[config.mk]
export PLATFORM = sky130hd
export DESIGN_NAME = mpu_spi_responder_flat
export DESIGN_NICKNAME = d
export VERILOG_FILES = /design/src/rtl/mpu_spi_responder_if.sv /design/src/rtl/mpu_spi_responder.sv /design/src/flat_wrapper.sv
export SDC_FILE = /design/constraint.sdc
export NUM_CORES = 1
export LEC_CHECK = 0
export BUFFER_PORTS_ARGS = -buffer_cell sky130_fd_sc_hd__buf_4
export CORE_MARGIN = 3
export CORE_UTILIZATION = 23
export CTS_CLUSTER_SIZE = 10
export DETAILED_ROUTE_END_ITERATION = 7
export PLACE_DENSITY_LB_ADDON = 0.2
export SLEW_MARGIN = 30
export SYNTH_ARGS = -nofsm -noshare
export SYNTH_HDL_FRONTEND = slang
export SYNTH_SLANG_ARGS = --single-unit
[constraint.sdc]
create_clock -name clk -period 4.4 [get_ports clk]
set_clock_uncertainty 0.05 [all_clocks]
set_input_delay 1.1 -clock clk [delete_from_list [all_inputs] [get_ports clk]]
set_output_delay 1.1 -clock clk [all_outputs]
set_load 0.1 [all_outputs]
[src/rtl/mpu_spi_responder_if.sv]
`default_nettype none
// ============================================================================
//  Module      : mpu_spi_responder_if
//  Description : SPI link bundle between the IMU SPI master and the
//                MPU-6500 register responder (mode 0, active-low CS).
//                master modport : drives sclk/mosi/cs_n, receives miso
//                slave  modport : receives sclk/mosi/cs_n, drives miso
//  Revision    : 1.0 - initial release
// ============================================================================
interface mpu_spi_responder_if;
   logic spi_sclk;
   logic spi_mosi;
   logic spi_cs_n;
   logic spi_miso;

   modport master (output spi_sclk, output spi_mosi, output spi_cs_n, input spi_miso);
   modport slave  (input spi_sclk, input spi_mosi, input spi_cs_n, output spi_miso);
endinterface
`default_nettype wire

[src/rtl/mpu_spi_responder.sv]
`default_nettype none
// ============================================================================
//  Module      : mpu_spi_responder
//  Description : SPI slave model of the MPU-6500 register interface. Serves
//                register reads/writes from the SPI master; sensor inputs are
//                snapshotted at the start of each frame so bursts are coherent.
//  Ports       : clk, rst_n (async, active-low)
//                spi          - SPI link (slave modport)
//                accel_*/temp/gyro_* - 16-bit sensor values to serve
//                pwr_mgmt_1, sleeping - PWR_MGMT_1 register and its SLEEP bit
//                wr_strobe/wr_addr/wr_data - one pulse per written data byte
//                frame_done   - pulse when CS deasserts after an active frame
//  Revision    : 1.0 - initial release
// ============================================================================
module mpu_spi_responder #(
   parameter logic [7:0] WHO_AM_I_VAL  = 8'h70,
   parameter logic [7:0] PWR_RESET_VAL = 8'h40
) (
   input  wire logic               clk,
   input  wire logic               rst_n,
   mpu_spi_responder_if.slave      spi,
   input  wire logic [15:0]        accel_x,
   input  wire logic [15:0]        accel_y,
   input  wire logic [15:0]        accel_z,
   input  wire logic [15:0]        temp,
   input  wire logic [15:0]        gyro_x,
   input  wire logic [15:0]        gyro_y,
   input  wire logic [15:0]        gyro_z,
   output logic [7:0]              pwr_mgmt_1,
   output logic                    sleeping,
   output logic                    wr_strobe,
   output logic [6:0]              wr_addr,
   output logic [7:0]              wr_data,
   output logic                    frame_done
);

   localparam logic [6:0] C_ADDR_PWR  = 7'h6B;
   localparam logic [6:0] C_ADDR_WHO  = 7'h75;
   localparam logic [6:0] C_ADDR_SNAP = 7'h3B;
   localparam logic [6:0] C_ADDR_LAST = 7'h48;

   typedef enum logic [1:0] {IDLE = 2'd0, ADDR = 2'd1, DATA = 2'd2} state_t;

   state_t      r_state;
   logic [1:0]  r_sclk_s, r_mosi_s, r_cs_s;
   logic        r_sclk_d;
   logic [2:0]  r_bit_cnt;
   logic [6:0]  r_rx;
   logic [7:0]  r_tx;
   logic [6:0]  r_addr;
   logic        r_rw;
   logic        r_miso_en;
   logic [7:0]  r_snap [14];

   logic        w_sclk_rise, w_sclk_fall, w_cs_fall;
   logic [7:0]  w_byte;

   assign w_sclk_rise = r_sclk_s[1] & ~r_sclk_d;
   assign w_sclk_fall = ~r_sclk_s[1] & r_sclk_d;
   assign w_cs_fall   = ~r_cs_s[1];
   assign w_byte      = {r_rx, r_mosi_s[1]};

   // MISO is a gate of two flops, so it drops to 0 in the same clk the FSM
   // leaves DATA/read.
   assign spi.spi_miso = r_miso_en & r_tx[7];
   assign sleeping     = pwr_mgmt_1[6];

   function automatic logic [7:0] f_reg(input logic [6:0] a);
      logic [7:0] v;
      v = 8'h00;
      if (a >= C_ADDR_SNAP && a <= C_ADDR_LAST)
         v = r_snap[4'(a - C_ADDR_SNAP)];
      else if (a == C_ADDR_PWR)
         v = pwr_mgmt_1;
      else if (a == C_ADDR_WHO)
         v = WHO_AM_I_VAL;
      return v;
   endfunction

   always_ff @(posedge clk or negedge rst_n) begin
      if (!rst_n) begin
         r_state    <= IDLE;
         r_sclk_s   <= 2'b00;
         r_mosi_s   <= 2'b00;
         r_cs_s     <= 2'b11;
         r_sclk_d   <= 1'b0;
         r_bit_cnt  <= 3'd0;
         r_rx       <= 7'd0;
         r_tx       <= 8'd0;
         r_addr     <= 7'd0;
         r_rw       <= 1'b0;
         r_miso_en  <= 1'b0;
         pwr_mgmt_1 <= PWR_RESET_VAL;
         wr_strobe  <= 1'b0;
         wr_addr    <= 7'd0;
         wr_data    <= 8'd0;
         frame_done <= 1'b0;
         for (int i = 0; i < 14; i++) r_snap[i] <= 8'h00;
      end else begin
         r_sclk_s   <= {r_sclk_s[0], spi.spi_sclk};
         r_mosi_s   <= {r_mosi_s[0], spi.spi_mosi};
         r_cs_s     <= {r_cs_s[0], spi.spi_cs_n};
         r_sclk_d   <= r_sclk_s[1];
         wr_strobe  <= 1'b0;
         frame_done <= 1'b0;

         case (r_state)
            IDLE: begin
               if (w_cs_fall) begin
                  r_state   <= ADDR;
                  r_bit_cnt <= 3'd0;
                  r_snap[0]  <= accel_x[15:8]; r_snap[1]  <= accel_x[7:0];
                  r_snap[2]  <= accel_y[15:8]; r_snap[3]  <= accel_y[7:0];
                  r_snap[4]  <= accel_z[15:8]; r_snap[5]  <= accel_z[7:0];
                  r_snap[6]  <= temp[15:8];    r_snap[7]  <= temp[7:0];
                  r_snap[8]  <= gyro_x[15:8];  r_snap[9]  <= gyro_x[7:0];
                  r_snap[10] <= gyro_y[15:8];  r_snap[11] <= gyro_y[7:0];
                  r_snap[12] <= gyro_z[15:8];  r_snap[13] <= gyro_z[7:0];
               end
            end

            ADDR, DATA: begin
               // CS release has priority over any coincident sclk edge; a
               // partial byte is simply dropped.
               if (!w_cs_fall) begin
                  r_state    <= IDLE;
                  r_miso_en  <= 1'b0;
                  frame_done <= 1'b1;
               end else if (w_sclk_rise) begin
                  r_rx      <= w_byte[6:0];
                  r_bit_cnt <= r_bit_cnt + 3'd1;
                  if (r_bit_cnt == 3'd7) begin
                     if (r_state == ADDR) begin
                        r_state   <= DATA;
                        r_rw      <= w_byte[7];
                        r_addr    <= w_byte[6:0];
                        r_miso_en <= w_byte[7];
                        if (w_byte[7])
                           r_tx <= f_reg(w_byte[6:0]);
                     end else begin
                        r_addr <= r_addr + 7'd1;
                        if (r_rw) begin
                           r_tx <= f_reg(r_addr + 7'd1);
                        end else begin
                           wr_strobe <= 1'b1;
                           wr_addr   <= r_addr;
                           wr_data   <= w_byte;
                           if (r_addr == C_ADDR_PWR)
                              pwr_mgmt_1 <= w_byte[7] ? PWR_RESET_VAL : w_byte;
                        end
                     end
                  end
               end else if (w_sclk_fall && r_state == DATA && r_rw && r_bit_cnt != 3'd0) begin
                  // The fall right after a byte boundary must not shift, so
                  // the freshly loaded MSB is presented for the next rise.
                  r_tx <= {r_tx[6:0], 1'b0};
               end
            end

            default: r_state <= IDLE;
         endcase
      end
   end

endmodule
`default_nettype wire

[src/flat_wrapper.sv]
// flat-port wrapper written by rule: the top's interface ports become plain ports
module mpu_spi_responder_flat 
#(
   parameter logic [7:0] WHO_AM_I_VAL  = 8'h70,
   parameter logic [7:0] PWR_RESET_VAL = 8'h40
)
  (clk, rst_n, accel_x, accel_y, accel_z, temp, gyro_x, gyro_y, gyro_z, pwr_mgmt_1, sleeping, wr_strobe, wr_addr, wr_data, frame_done, spi_spi_sclk, spi_spi_mosi, spi_spi_cs_n, spi_spi_miso);
  mpu_spi_responder_if spi_i ();
  input  wire logic clk;
  input  wire logic rst_n;
  input  wire logic [15:0] accel_x;
  input  wire logic [15:0] accel_y;
  input  wire logic [15:0] accel_z;
  input  wire logic [15:0] temp;
  input  wire logic [15:0] gyro_x;
  input  wire logic [15:0] gyro_y;
  input  wire logic [15:0] gyro_z;
  output logic [7:0] pwr_mgmt_1;
  output logic sleeping;
  output logic wr_strobe;
  output logic [6:0] wr_addr;
  output logic [7:0] wr_data;
  output logic frame_done;
  input wire logic [$bits(spi_i.spi_sclk)-1:0] spi_spi_sclk;
  input wire logic [$bits(spi_i.spi_mosi)-1:0] spi_spi_mosi;
  input wire logic [$bits(spi_i.spi_cs_n)-1:0] spi_spi_cs_n;
  output wire logic [$bits(spi_i.spi_miso)-1:0] spi_spi_miso;
  assign spi_i.spi_sclk = spi_spi_sclk;
  assign spi_i.spi_mosi = spi_spi_mosi;
  assign spi_i.spi_cs_n = spi_spi_cs_n;
  assign spi_spi_miso = spi_i.spi_miso;
  mpu_spi_responder #(.WHO_AM_I_VAL(WHO_AM_I_VAL), .PWR_RESET_VAL(PWR_RESET_VAL)) u_core (.clk(clk), .rst_n(rst_n), .spi(spi_i), .accel_x(accel_x), .accel_y(accel_y), .accel_z(accel_z), .temp(temp), .gyro_x(gyro_x), .gyro_y(gyro_y), .gyro_z(gyro_z), .pwr_mgmt_1(pwr_mgmt_1), .sleeping(sleeping), .wr_strobe(wr_strobe), .wr_addr(wr_addr), .wr_data(wr_data), .frame_done(frame_done));
endmodule
==> results of run 1 <==
-- cell type report --
cell class                      count  area [sq um]  share of cell area [%]
Multi-Input combinational cell    489          4550                    39.8
Inverter                           16          60.1                   0.525
Clock inverter                     12           196                    1.72
Tap cell                          518           648                    5.67
Clock buffer                       20           437                    3.82
Timing Repair Buffer              161          1240                    10.8
Sequential cell                   172          4310                    37.7
-- worst max-delay path: stages (launching register included) --
cell	delay (ns)
dfrtp_2	0.35
buf_4	0.48
ha_1	0.35
xnor2_1	0.14
buf_4	0.25
mux4_2	0.32
mux4_2	0.46
a221oi_1	0.26
a31oi_1	0.07
a31o_1	0.24
-- through the flow --
stage | utilization (%) | hold WS (ns) | setup slack, ns | cells | area [sq um]
3_5_place_dp | 27.7 | 0.292 | 1.22 | 1356 | 10800
4_1_cts | 29.3 | 0.319 | 1.18 | 1388 | 11400
5_1_grt | 29.3 | 0.322 | 1.04 | 1388 | 11400
2_1_floorplan | - | 0.281 | 1.09 | 733 | 9150
6_report | 29.3 | 0.314 | 1.29 | 1388 | 11400
3_3_place_gp | 27.7 | 0.286 | 1.21 | 1356 | 10800
-- kinds of logic after synthesis --
group	after synthesis
AO/OA/AOI/OAI	113
XOR/XNOR	11
adder cells (fa/ha/maj)	15
buffers and inverters	72
flip-flops	172
multiplexers	200
other	1
AND/OR/NAND/NOR	149
-- power groups by stage --
stage	Combinational, W	Sequential [W]	Clock, W
after global placement	0.00221	0.00275	0
after CTS	0.00225	0.00273	0.00172
after detailed placement	0.00224	0.00276	0
after global routing	0.00242	0.00281	0.00177
final	0.00222	0.00272	0.00167
after floorplan	0.00173	0.00248	0
-- per-layer routing --
layer	global-route usage, %	part of all wire, %	vias to the layer above
met2	20.7	46	149
met5	0	0	-
met3	2.63	3.9	18
li1	-	-	2963
met1	19.2	49	3259
met4	3.20	1.2	0
-- sequential cells by signal, summed over array words and instances, names as in the netlist --
name,flops
u_core.r_snap,112
u_core.r_tx,8
u_core.wr_data,8
u_core.pwr_mgmt_1,7
u_core.r_addr,7
u_core.r_rx,7
u_core.wr_addr,7
u_core.r_bit_cnt,3
u_core.r_cs_s,2
u_core.r_mosi_s,2
u_core.r_sclk_s,2
u_core.r_state,2
u_core.frame_done,1
u_core.r_miso_en,1
u_core.r_rw,1
u_core.r_sclk_d,1
u_core.wr_strobe,1
-- worst max path at each step --
stage                  startpoint                   end  slack (ns)  cells past startpoint
2_1_floorplan  u_core.r_mosi_s[1]        u_core.r_tx[7]        1.09                     14
3_3_place_gp     u_core.r_addr[0]        u_core.r_tx[5]        1.21                      8
3_5_place_dp     u_core.r_addr[0]        u_core.r_tx[5]        1.22                      8
4_1_cts          u_core.r_addr[0]        u_core.r_tx[4]        1.18                      8
5_1_grt         u_core.r_state[1]  u_core.pwr_mgmt_1[3]        1.04                      9
6_report       u_core.r_mosi_s[1]        u_core.r_tx[4]        1.29                      9
-- layout by cell type, fill, tap and decap left out, drive strengths merged, types with 6 or more instances in the layout --
| cell | Yosys | final |
|---|---|---|
| dfrtp | 169 | 169 |
| buf | 27 | 161 |
| mux2 | 127 | 127 |
| nand2 | 67 | 67 |
| mux4 | 52 | 52 |
| o21ai | 38 | 38 |
| nor2 | 31 | 31 |
| mux2i | 21 | 21 |
| a21oi | 20 | 20 |
| clkbuf | 29 | 20 |
| inv | 16 | 16 |
| ha | 15 | 15 |
| nand3 | 10 | 10 |
| a31oi | 9 | 9 |
| nor3 | 8 | 8 |
| a211oi | 7 | 7 |
| nor2b | 7 | 7 |
| clkinv | 0 | 7 |
| xor2 | 6 | 6 |
| a221oi | 6 | 6 |
==> results.toml, run 1 <==
[status]
status = "completed"

[power_and_ir_drop]
switching_power_w = 0.00216
power_frac_seq_pct = 41.1
internal_power_w = 0.00445
ir_worst_vdd_uv = 312
comb_power_share_pct = 33.6
powerDensity_nw_per_um2 = 578
power_leakage_nw = 4.84
clockPowerShare_pct = 25.3
swShare_pct = 32.6
power_w = 0.00661

[synthesis]
synth_warnings = 0
ys_ff_latch = 172
synth_top_area_share_pct = 46.2
synth_compound_area_share_pct = 8.00
synth-edff-count = 0
synth_common_cells = "169 x dfrtp_1, 127 x mux2_2, 67 x nand2_1"
ys_seq_area_share_pct = 47.1
synth_most_common_cell = "dfrtp_1"
synthArstFlopShare_pct = 100
syn_inst = 733
ys_top_cells_by_area = "dfrtp_1 46%, mux2_2 16%, mux4_2 12%, nand2_1 2.7%, mux2i_1 2.3%"
yosysTopAreaCell = "dfrtp_1"
synthSimpleGateAreaFrac_pct = 7.37
synthMuxAreaShare_pct = 30.9
dominantRegCellSynth = "dfrtp_1"
synth_cell_types = 55
synth_top_family_by_area = "multiplexers"
syn_area_sq_um = 9150
synth_adder_area_share_pct = 2.05
synthXorXnorAreaFrac_pct = 1.05
syn-mean-instance-area_sq_um = 12.5
syn-num-nets = 865

[setup_path]
start_kind = "register"
cp.arrival_ns = 3.39
r2r-end = "u_core.r_tx[4]"
crit_required_ns = 4.68
ff2ff_setup_slack_ns = 1.29
crit_type = "register to register"
worstSetupEndpointType = "register"
timing.rr.start = "u_core.r_mosi_s[1]"
r2r_cells = 9
critPathMaxFanout = 35

[finish]
area_growth_pct = 25.0
diodes = 0
fin_nets = 989
drive_gt1_share_pct = 42.9
fillerInstances = 4061

[cts]
cts_tree = "yes"
htreeDepth = 4
root_buffer = "clkbuf_16"
clock-sinks = 172
cts_hold_buf = 0
cts_buffer_depth = 2
cts_setup_buffers = 0
clk_latency_ns = 0.44
cts_resized = 0
path_clk_slew_ns = 0.07
numCtsBuffers = 17

[worst_hold_path]
min_path_type = "register to register"
hold_end = "u_core.r_sclk_s[1]"
holdCritStartpoint = "u_core.r_sclk_s[0]"
hold_depth = 0

[grt]
grt_max_degree = 114
track_usage_pct = 13.3
grt_pass1_vias = 6600
antenna_found_initial = 0
overflow = 0
grt_pass1_wl_mm = 42.3

[drt]
num_vias = 6389
wl_mm = 27.6
vias_per_cell = 4.60
drtIter0Drc = 349
wl_per_cell_microns = 19.9
first_pass_iters = 4
ant_nets = 0
drc = 0

[die]
start_util_pct = 23.4
die_w_microns = 205
row_count = 72
core_area_sq_um = 39000
die_h_microns = 205
io_pins = 144
dieArea_sq_um = 42200

[place]
io_buffer_count = 142
place.detailed.hpwl_mm = 20.3
routabilityCongestion = 0.798

[timing]
slew-limit-headroom_pct = 43.4
final_hold_viol_count = 0
finalSetupViolCount = 0
maxSlewViolCount = 0
rsz0062_at_grt = "false"
layout_worst_path_cycle_share_pct = 70.6
max_freq_ghz = 0.322
period_minus_slack_ns = 3.11
tns_ns = 0
worst_pin_slew_ns = 0.847

[job]
maxCapViolCount = 0
(Power assumes the default switching activity.)
==> run 2: changes to the inputs <==
==> constraint.sdc (replaced) <==
create_clock -name clk -period 3.1 [get_ports clk]
set_clock_uncertainty 0.05 [all_clocks]
set_input_delay 0.775 -clock clk [delete_from_list [all_inputs] [get_ports clk]]
set_output_delay 0.775 -clock clk [all_outputs]
set_load 0.1 [all_outputs]
==> results.toml, run 2 (synthesis results as in run 1) <==
[drt]
num_vias = 6474
ant_nets = 0
wl_per_cell_microns = 20.0
wl_mm = 28.1
drtIter0Drc = 412
first_pass_iters = 5
vias_per_cell = 4.60
drc = 0

[finish]
drive_gt1_share_pct = 44.4
final_area_sq_um = 11600
area_growth_pct = 26.3
largest_reg_flops = 112
layout_commonest_cell = "buf_4"
fin_nets = 1008
top_register = "u_core.r_snap"
diodes = 0
fillerInstances = 3996
stdcell_count = 1407
top_regs = "u_core.r_snap x112, u_core.r_tx x8, u_core.wr_data x8"
final_cell_mix = "175 x buf_4, 168 x dfrtp_1, 127 x mux2_2, 67 x nand2_1, 47 x mux4_2"

[die]
start_util_pct = 23.4
io_pins = 144
core_area_sq_um = 39000
dieArea_sq_um = 42200
die_w_microns = 205
die_h_microns = 205
row_count = 72

[power_and_ir_drop]
powerDensity_nw_per_um2 = 809
comb_power_share_pct = 35.0
power_leakage_nw = 4.92
ir_worst_vdd_uv = 454
clockPowerShare_pct = 23.6
power_w = 0.00935
switching_power_w = 0.00316
power_frac_seq_pct = 41.3
swShare_pct = 33.9
internal_power_w = 0.00618

[setup_path]
slowest_delay_ns = 0.57
critPathMaxFanout = 14
crit_type = "register to register"
worstSetupEndpointType = "register"
start_kind = "register"
timing.rr.start = "u_core.r_addr[1]"
crit_required_ns = 3.36
crit_slowest_cell = "ha_2"
r2r-end = "u_core.r_tx[3]"
path_common_cell = "mux4_2"
ff2ff_setup_slack_ns = 0.33
crit_chain = "inv_1 > ha_2 > buf_4 > mux4_2 > mux4_2 > nand3_1 > a31oi_1"
cp.arrival_ns = 3.03
timing.critical_path.buf_inv = 2
critPathTopFamily = "multiplexers"
r2r_cells = 7

[place]
dp.cells = 1375
routabilityCongestion = 0.814
post_dp_cell_area_sq_um = 11000
io_buffer_count = 142
place.detailed.hpwl_mm = 21.0

[cts]
cts_tree = "yes"
root_buffer = "clkbuf_16"
cts_resized = 0
numCtsBuffers = 17
cts_setup_buffers = 0
path_clk_slew_ns = 0.07
cts_hold_buf = 0
htreeDepth = 4
cts_buffer_depth = 2
clk_latency_ns = 0.45
clock-sinks = 172

[status]
status = "completed"

[timing]
slew-limit-headroom_pct = 50.5
maxSlewViolCount = 0
max_freq_ghz = 0.361
tns_ns = 0
rsz0062_at_grt = "false"
period_minus_slack_ns = 2.77
finalSetupViolCount = 0
layout_worst_path_cycle_share_pct = 89.4
worst_pin_slew_ns = 0.724
final_hold_viol_count = 0

[grt]
grtUsageMet1_pct = 20.2
overflow = 0
busiest_layer = "met2"
grt_max_degree = 85
antenna_found_initial = 0
grt_pass1_wl_mm = 43.9
track_usage_pct = 13.8
met2_usage_pct = 20.8
grt_pass1_vias = 6846
grt_util_met3_pct = 2.52

[worst_hold_path]
min_path_type = "input port to async pin"

[job]
maxCapViolCount = 0
==> run 2: cell types whose count changed in the layout (fill, tap and decap cells not counted), sizes merged <==
| cell | change |
|---|---|
| buf | +19 |
| clkinv | -1 |
| clkbuf | -1 |
| clkinvlp | +3 |
| inv | +2 |
| bufinv | -3 |
==> run 2: final cells by class <==
cell class	instances	area, sq um	area share, %
clock inverter	13	141	1.22
inverter	16	60.1	0.520
sequential	172	4310	37.3
multi-input combinational	489	4530	39.3
timing repair buffer	180	1410	12.2
clock buffer	19	453	3.92
tap	518	648	5.61
==> run 2: worst max-delay path by stage <==
| stage | start | end | slack [ns] | depth (start not counted) |
|---|---|---|---|---|
| 2_1_floorplan | u_core.r_mosi_s[1] | u_core.r_tx[6] | 0.01 | 12 |
| 3_3_place_gp | u_core.r_addr[1] | u_core.r_tx[3] | 0.34 | 7 |
| 3_5_place_dp | u_core.r_addr[1] | u_core.r_tx[3] | 0.29 | 7 |
| 4_1_cts | u_core.r_addr[1] | u_core.r_tx[3] | 0.28 | 7 |
| 5_1_grt | u_core.r_addr[1] | u_core.r_tx[3] | 0.14 | 7 |
| 6_report | u_core.r_addr[1] | u_core.r_tx[3] | 0.33 | 7 |
==> run 2: power by group through the flow <==
| stage | clock [W] | combinational [W] | sequential (W) |
|---|---|---|---|
| after floorplan | 0 | 0.00246 | 0.00352 |
| after global placement | 0 | 0.00329 | 0.00389 |
| after detailed placement | 0 | 0.00331 | 0.00390 |
| after CTS | 0.00228 | 0.00332 | 0.00386 |
| after global routing | 0.00237 | 0.00360 | 0.00399 |
| final | 0.00221 | 0.00327 | 0.00386 |
==> run 2: stage by stage <==
| step | hold slack [ns] | util (%) | worst slack [ns] |
|---|---|---|---|
| final | 0.142 | 29.6 | 0.327 |
| after floorplan | 0.281 | - | 0.0137 |
| after global placement | 0.294 | 28.1 | 0.344 |
| after detailed placement | 0.301 | 28.1 | 0.289 |
| after CTS | 0.127 | 29.6 | 0.276 |
| after global routing | 0.143 | 29.6 | 0.136 |
==> run 2: layer usage <==
| layer | share of wire (%) | up-vias |
|---|---|---|
| li1 | - | 3008 |
| met1 | 49 | 3275 |
| met2 | 45 | 164 |
| met3 | 3.9 | 27 |
| met4 | 1.7 | 0 |
| met5 | 0 | - |
==> run 3: changes to the inputs <==
==> constraint.sdc (replaced) <==
create_clock -name clk -period 3.1 [get_ports clk]
set_clock_uncertainty 0.05 [all_clocks]
set_input_delay 0.465 -clock clk [delete_from_list [all_inputs] [get_ports clk]]
set_output_delay 0.465 -clock clk [all_outputs]
set_load 0.1 [all_outputs]
==> results.toml, run 3 (synthesis results as in run 1) <==
[setup_path]
worstSetupEndpointType = "register"
timing.rr.start = "u_core.r_addr[0]"
cp.arrival_ns = 3.12
crit_required_ns = 3.44
start_kind = "register"
startpoint = "u_core.r_addr[0]"
crit_type = "register to register"
critPathMaxFanout = 7

[timing]
maxSlewViolCount = 0
slew-limit-headroom_pct = 37.5
layout_worst_path_cycle_share_pct = 89.8
worst_pin_slew_ns = 0.913
period_minus_slack_ns = 2.78
tns_ns = 0
rsz0062_at_grt = "false"
finalSetupViolCount = 0
max_freq_ghz = 0.359
final_hold_viol_count = 0

[finish]
fillerInstances = 4015
final-seq-area_sq_um = 4310
largest_reg_flops = 112
fin_nets = 1008
top_regs = "u_core.r_snap x112, u_core.r_tx x8, u_core.wr_data x8"
stdcell_count = 1407
multi_input_area_sq_um = 4530
diodes = 0
area_growth_pct = 26.1
top_register = "u_core.r_snap"
drive_gt1_share_pct = 44.3
final_cell_mix = "175 x buf_4, 168 x dfrtp_1, 127 x mux2_2, 67 x nand2_1, 47 x mux4_2"
layout_commonest_cell = "buf_4"

[cts]
cts_tree = "yes"
root_buffer = "clkbuf_16"
numCtsBuffers = 17
cts_resized = 0
path_clk_slew_ns = 0.07
cts_buffer_depth = 2
htreeDepth = 4
clock-sinks = 172
clk_latency_ns = 0.44

[die]
row_count = 72
die_h_microns = 205
dieArea_sq_um = 42200
core_area_sq_um = 39000
start_util_pct = 23.4
die_w_microns = 205
io_pins = 144

[drt]
wl_per_cell_microns = 19.9
ant_nets = 0
drtIter0Drc = 339
num_vias = 6488
vias_per_cell = 4.61
wl_mm = 28.0
first_pass_iters = 4
drc = 0

[place]
routabilityCongestion = 0.832
place.detailed.hpwl_mm = 21.1
io_buffer_count = 142
dp.cells = 1374

[job]
maxCapViolCount = 0

[power_and_ir_drop]
switching_power_w = 0.00314
comb_power_share_pct = 35.1
clockPowerShare_pct = 23.3
powerDensity_nw_per_um2 = 802
power_leakage_nw = 4.91
ir_worst_vdd_uv = 430
internal_power_w = 0.00612
swShare_pct = 33.9
power_frac_seq_pct = 41.6

[status]
status = "completed"

[worst_hold_path]
holdCritStartpoint = "spi_spi_sclk"
min_path_type = "input port to register"

[grt]
grt_pass1_vias = 6815
grt_max_degree = 65
antenna_found_initial = 0
grt_pass1_wl_mm = 43.4
overflow = 0
track_usage_pct = 13.6
[run 3: changes by cell type in the layout (fill, tap and decap cells not counted)]
cell,before,now
buf_12,4,3
bufinv_16,2,1
clkbuf_8,2,4
clkinv_2,3,1
clkinv_4,3,2
clkinvlp_4,3,4
dlygate4sd3_1,0,1
inv_6,2,3
[run 3: what timing repair did]
item | 4_1_cts | 5_1_grt
buffers inserted | 0 | 0
hold endpoints to repair | 52 | 0
hold buffers | 1 | 0
[run 3: layout make-up]
cell class	instances	area share, %
multi-input cells	489	39.3
flip-flops and latches	172	37.4
repair buffers	180	12.1
well taps	518	5.62
clock buffers	21	4.16
clock inverters	11	0.944
inverters	16	0.521
[run 3: final timing paths]
check	endpoint	slack [ns]	cells after the start
worst max register to register	u_core.r_tx[4]	0.32	8
min in group asynchronous	u_core.wr_strobe	0.51	2
worst min-delay path	u_core.r_sclk_s[0]	0.09	1
worst max-delay path	u_core.r_tx[4]	0.32	8
worst min register to register	u_core.r_cs_s[1]	0.31	0
max in group asynchronous	u_core.r_snap[64]	1.70	3
[run 3: power groups by stage]
stage / Combinational [W] / Clock, W / Sequential (W)
finish: 0.00324 / 0.00216 / 0.00385
global route: 0.00354 / 0.00232 / 0.00396
CTS: 0.00329 / 0.00223 / 0.00385
detailed placement: 0.00328 / 0 / 0.00389
global placement: 0.00325 / 0 / 0.00389
floorplan: 0.00246 / 0 / 0.00352
[run 3: stage by stage]
step	util, %	worst slack (ns)	instance area (sq um)	power, W	hold WS [ns]
CTS	29.6	0.296	11500	0.00938	0.0655
floorplan	-	0.0137	9150	0.00598	0.119
global route	29.6	0.0975	11500	0.00982	0.0617
global placement	28.0	0.347	10900	0.00714	0.300
finish	29.6	0.318	11500	0.00925	0.0872
detailed placement	28.0	0.322	10900	0.00717	0.301
[run 3: worst max-delay path: stages, from the launching register on]
cell and delay, ns:
dfrtp_1 0.38, buf_4 0.17, ha_1 0.23, nand3_1 0.18, or3_1 0.39, a2111oi_0 0.84, or2_2 0.26, a211o_1 0.10
a31o_1 0.13
[run 3: metal layers]
| layer | GRT usage [%] | part of all wire [%] | wire [microns] |
|---|---|---|---|
| met3 | 2.75 | 3.7 | 1030 |
| met1 | 19.7 | 49 | 13700 |
| met5 | 0 | 0 | 0 |
| met2 | 20.7 | 46 | 12700 |
| met4 | 3.91 | 1.6 | 452 |
